$ cat config.mk
export PLATFORM = sky130hd
export DESIGN_NAME = nibble_scan_mux
export DESIGN_NICKNAME = d
export VERILOG_FILES = /design/src/rtl/nibble_scan_mux.sv
export SDC_FILE = /design/constraint.sdc
export NUM_CORES = 1
export LEC_CHECK = 0
export ABC_CLOCK_PERIOD_IN_PS = 3550
export CORE_MARGIN = 2
export CORE_UTILIZATION = 55
export CTS_BUF_LIST = sky130_fd_sc_hd__clkbuf_4
export CTS_CLUSTER_DIAMETER = 150
export CTS_CLUSTER_SIZE = 20
export DETAILED_ROUTE_END_ITERATION = 8
export DONT_BUFFER_PORTS = 1
export PLACE_DENSITY = 0.7
export SLEW_MARGIN = 20
export SYNTH_ARGS = -nofsm -noshare
export SYNTH_HDL_FRONTEND = slang
export SYNTH_SLANG_ARGS = --single-unit
$ cat constraint.sdc
create_clock -name clk -period 3.55 [get_ports clk]
set_input_delay 0.5325 -clock clk [delete_from_list [all_inputs] [get_ports clk]]
set_output_delay 0.5325 -clock clk [all_outputs]
set_load 0.02 [all_outputs]
$ cat src/rtl/nibble_scan_mux.sv
// Registered N:1 channel selector for a multiplexed 7-segment display.
// Auto mode steps through the channels on a prescaled tick; manual mode follows man_sel.
module nibble_scan_mux #(
  parameter int WIDTH    = 4,
  parameter int CHANNELS = 4,
  parameter int PRESCALE = 100000,
  localparam int SEL_W   = $clog2(CHANNELS)
) (
  input  logic                      clk,
  input  logic                      reset,
  input  logic [CHANNELS*WIDTH-1:0] in_bus,
  input  logic                      mode,
  input  logic [SEL_W-1:0]          man_sel,
  input  logic                      freeze,
  output logic [WIDTH-1:0]          out,
  output logic [CHANNELS-1:0]       an,
  output logic [SEL_W-1:0]          cur_sel,
  output logic                      scan_tick
);

  // A one-cycle dwell still needs a 1-bit counter that simply stays at 0.
  localparam int CNT_W = (PRESCALE > 1) ? $clog2(PRESCALE) : 1;

  logic [CNT_W-1:0]    cnt;
  logic [CNT_W-1:0]    cnt_next;
  logic [SEL_W-1:0]    sel_next;
  logic [WIDTH-1:0]    sel_val;
  logic [CHANNELS-1:0] onehot;
  logic                man_ok;

  always_comb begin
    sel_val = '0;
    onehot  = '0;
    for (int k = 0; k < CHANNELS; k++) begin
      if (cur_sel == SEL_W'(k)) begin
        sel_val   = in_bus[k*WIDTH +: WIDTH];
        onehot[k] = 1'b1;
      end
    end
  end

  // Out-of-range manual indices fall back to channel 0 so an never blanks.
  assign man_ok = (int'(man_sel) < CHANNELS);

  always_comb begin
    scan_tick = !mode && !freeze && (cnt == CNT_W'(PRESCALE - 1));
    cnt_next  = cnt;
    sel_next  = cur_sel;
    if (!freeze) begin
      if (mode) begin
        cnt_next = '0;
        sel_next = man_ok ? man_sel : '0;
      end else if (scan_tick) begin
        cnt_next = '0;
        sel_next = (cur_sel == SEL_W'(CHANNELS - 1)) ? '0 : cur_sel + SEL_W'(1);
      end else begin
        cnt_next = cnt + CNT_W'(1);
      end
    end
  end

  always_ff @(posedge clk) begin
    if (reset) begin
      cnt     <= '0;
      cur_sel <= '0;
      out     <= '0;
      an      <= '1;
    end else if (!freeze) begin
      cnt     <= cnt_next;
      cur_sel <= sel_next;
      out     <= sel_val;
      an      <= ~onehot;
    end
  end

endmodule

After elaboration in Yosys (flattened, before gate mapping). Index checks and enable logic that the tools add are counted.

Add/subtract/negate cells: 2. Multipliers: 0. Div/mod/pow operators: 0. $lt $le $gt $ge: 0. Equal/unequal tests: 4. Shift operators: 0. Multiplexer cells: 13. Bitwise operators: 2. Reduce and logical (&&, ||, !) cells: 7.

Operators by type and width (number): two-way mux 17 bit (2); adder 17 x 1 -> 17 bit, second input constant (1); == test 17 bit, second input constant (1); two-way mux 4 bit (4); two-way mux 2 bit (3); == test 2 bit, second input constant (2); two-way mux 1 bit (4); NOT 4 bit (1); adder 2 x 1 -> 2 bit, second input constant (1); == test 2 x 1 -> 1 bit, second input constant (1); logical AND 1 bit (2); zero test 1 bit (2); zero test 2 bit (1); AND reduction 2 bit (1); nonzero test 2 bit (1); NOT 1 bit (1).

Register bits: 27. Bits in latches: 0. RAM bits: 0. ROM bits: 0. Bits of input ports: 22. Word-level logic and storage cells: 32. Memories kept: 0.

Logic depth before layout (Yosys ltp).
Word-level depth: 5. Mapped depth: 7. Gate-level depth less buffers: 6.

Least setup slack after synthesis. OpenSTA, ideal clock, no wires.

Path kind: input to output. Start: input freeze. End: output scan_tick. Arrival: 1.558 ns. Required time: 3.017 ns. Path slack: 1.460 ns. Stages: 4. Buffers on the path: 0. Path through: and4b_1 nor4b_4 nand4_1 nor2_1.

Cells in the longest elaborated chain, start to end: 3.

Ends and longest elaborated chain: start, declared (RTL line 14) `input logic freeze,`; zero test 1 bit; logical AND 1 bit (2 in a row) (RTL line 46) `scan_tick = !mode && !freeze && (cnt == CNT_W'(PRESCALE - 1));`; end, declared (RTL line 18) `output logic scan_tick`.

No other way between the ends.

Worst setup path after layout.
Start: register cnt[0]. End: output scan_tick.

Cells in the longest elaborated chain, start to end: 2.

Ends and longest elaborated chain: start, declared (RTL line 24) `logic [CNT_W-1:0] cnt;`; start signal, assigned (RTL line 69) `cnt <= cnt_next;`; == test 17 bit (RTL line 46); logical AND 1 bit (RTL line 46).

No other way between the ends.

==> results.md <==
* CP arrival at 2030 ps
* Largest net degree at the start of global routing at 21
* Core Area at 2455 sq um
* Clk Latency, worst-skew pair at 320 ps
* Fill cells at 234
* Vias in the first global route at 878
* Top_reg_cell synth: dfxtp_1
* Number of library cell types mapped by synthesis at 37
* Hold crit path type: in -> reg
* FP Rows at 18
* I/O pin total at 33
* Synth area leaders: dfxtp_1, xor2_1, ha_1
* Fin. max-slew vios at 0
* Clock Skew at 10.76 ps
* Worst EP required at 3020 ps
* Final setup fails at 0
* Yosys reg bits at 27
* Synth Instances at 152
* Layout area overhead at 1.607%
* EDFF count, synth at 0
* Clk sinks at 27
* FFs w/ async S/R, synth at 0
* CTS Buffer Depth at 2
* Clock transition at the registers of the reported paths at 140 ps
* Total setup buffers inserted after CTS at 0
* Initial antenna violation count at 0
* Cts bufs inserted at 3
* Die Area at 2968 sq um
* LEAKAGE at 0.0005280 uW
* Vias post-DR at 1063
* Worst slew pin tran at 550.4 ps
* Layout cells sized above 1 at 0.06000
* Die width at 54.48 um
* Syn avg cell area at 9.219 sq um
* Routed wire per std cell at 14.89 um
* Resized Gates After CTS at 0
* Dpl ws at 1347 ps
* Post-route ant nets at 0
* Grt total ovfl at 0
* WL final at 2681 um
* Crit share post-route at 0.7220
* Area of the multi-input gates at 774.5 sq um
* CP Class: reg -> out
* CTS HTree Levels at 1
* Gr usage total at 0.1861
* Outcome: finished clean
* PnR worst setup slack at 986.8 ps
* Rel. slew slack at 0.6331
* Mapped Nets at 179
* Worst-path maximum fanout at 5
* Worst vdd ir at 0.2634 mV
* Max-cap violations at 0
* Final Hold Viols at 0
* Area share of the largest cell type after synthesis at 0.3857
* First-pass GRT wire length at 4015 um
* Ant diodes at 0
* Vias/cell at 5.906
* Die height at 54.48 um
* Sequential share of the synthesized area at 0.3857
* # hold bufs at CTS at 0
* TritonCTS clock tree: built
* Fmax at 390.1 MHz
* Min Clock Period, post-route at 2563 ps
* Synth area leader: dfxtp_1
* Port buffer count at 0
* Fin util at 0.5800
* Worst hold slack at 257.2 ps
* Worst setup EP type: output port
* Initial core utilization at 0.5708
* Sequential Area at 540.5 sq um
* Routability congestion estimate at 0.7296
* Iteration-0 DRC Markers at 19
* Setup TNS at 0 ps
* Clk root buf: clkbuf_4
* Worst Setup Start Kind: flop
* Cell Pwr Density at 362.8 nW/um^2
* # DRC at 0
* DP HPWL at 2006 um
* Mapped Area at 1401 sq um
* Unrepaired setup endpoints after global routing: false
* Synthesis Warnings at 0
* Fin nets at 178
* DRT Pass-1 Iters at 4
-- worst max-delay path, cell delays in order (launching register included) --
cell	delay, ps
dfxtp_1	390
ha_1	180
and4b_1	330
nor4b_4	340
nand4_1	150
nor2_1	320
-- logic make-up (layout without fill, tap and decap cells) --
group                      Yosys count  after routing  synth area share
DFF                                 27             27            0.3857
buffers and inverters               17             15           0.06161
adders and majority gates            5              5           0.04464
and+or+nand+nor                     53             53            0.2348
AOI/OAI and AO/OA                   33             33            0.1616
xor gates and xnor gates            11             11           0.06876
muxes                                6              6           0.04286
-- worst paths after layout --
kind	start	to	slack (ps)	cells past startpoint
worst max-delay path	cnt[0]	scan_tick	990	5
worst max register to register	cnt[0]	cnt[10]	1520	5
worst min register to register	cnt[14]	cnt[14]	520	2
worst min-delay path	reset	cur_sel[1]	260	1
-- metal layers --
metal | vias up | GRT usage | share of wire
met2 | 22 | 0.2711 | 0.47
met5 | - | 0 | 0
met3 | 2 | 0.04098 | 0.042
met1 | 496 | 0.2694 | 0.48
met4 | 0 | 0.06250 | 0.0056
li1 | 543 | - | -
-- cell usage in the layout, fill, tap and decap left out, drive strengths merged, types with 5 or more instances in the layout --
cell / count
dfxtp: 27
nor2: 13
inv: 11
a21oi: 10
xor2: 8
nand2: 8
mux2i: 6
nand4: 6
o211ai: 5
ha: 5
-- cells in the mapped netlist (3+ instances only) --
cell and instances:
dfxtp_1 27, nor2b_1 4, a221oi_1 4, or3_1 4, ha_1 5, nand2_1 8
a211oi_1 4, xor2_1 8, a221o_1 3, o211ai_1 5, xnor2_1 3, nand2b_1 4
nand4_1 5, a21oi_1 10, mux2i_1 6, inv_1 11, nor2_1 13, o21ai_0 4
-- power by group --
part / switching (uW) / internal [uW] / total, uW
sequential: 16.6 / 312 / 329
clock: 86.1 / 51.6 / 138
combinational: 25.4 / 24.5 / 49.9
total: 128 / 388 / 517
-- final cells by class --
type / instances / area share
inverters: 11 / 0.02900
multi-input cells: 108 / 0.5439
clock buffers: 4 / 0.02109
flip-flops and latches: 27 / 0.3796
well taps: 30 / 0.02636
-- registers in the layout, indices dropped and copies added, names as in the netlist --
signal	flops
cnt	17
an	4
out	4
cur_sel	2
-- through the flow --
stage / total power (uW) / area [sq um] / instances
3_5_place_dp: 385.7 / 1394 / 176
6_report: 516.5 / 1424 / 180
4_1_cts: 523.1 / 1424 / 180
3_3_place_gp: 382.6 / 1394 / 176
2_1_floorplan: 382.2 / 1401 / 152
5_1_grt: 542.2 / 1424 / 180
Note: power is estimated with default switching activity, not from simulation.
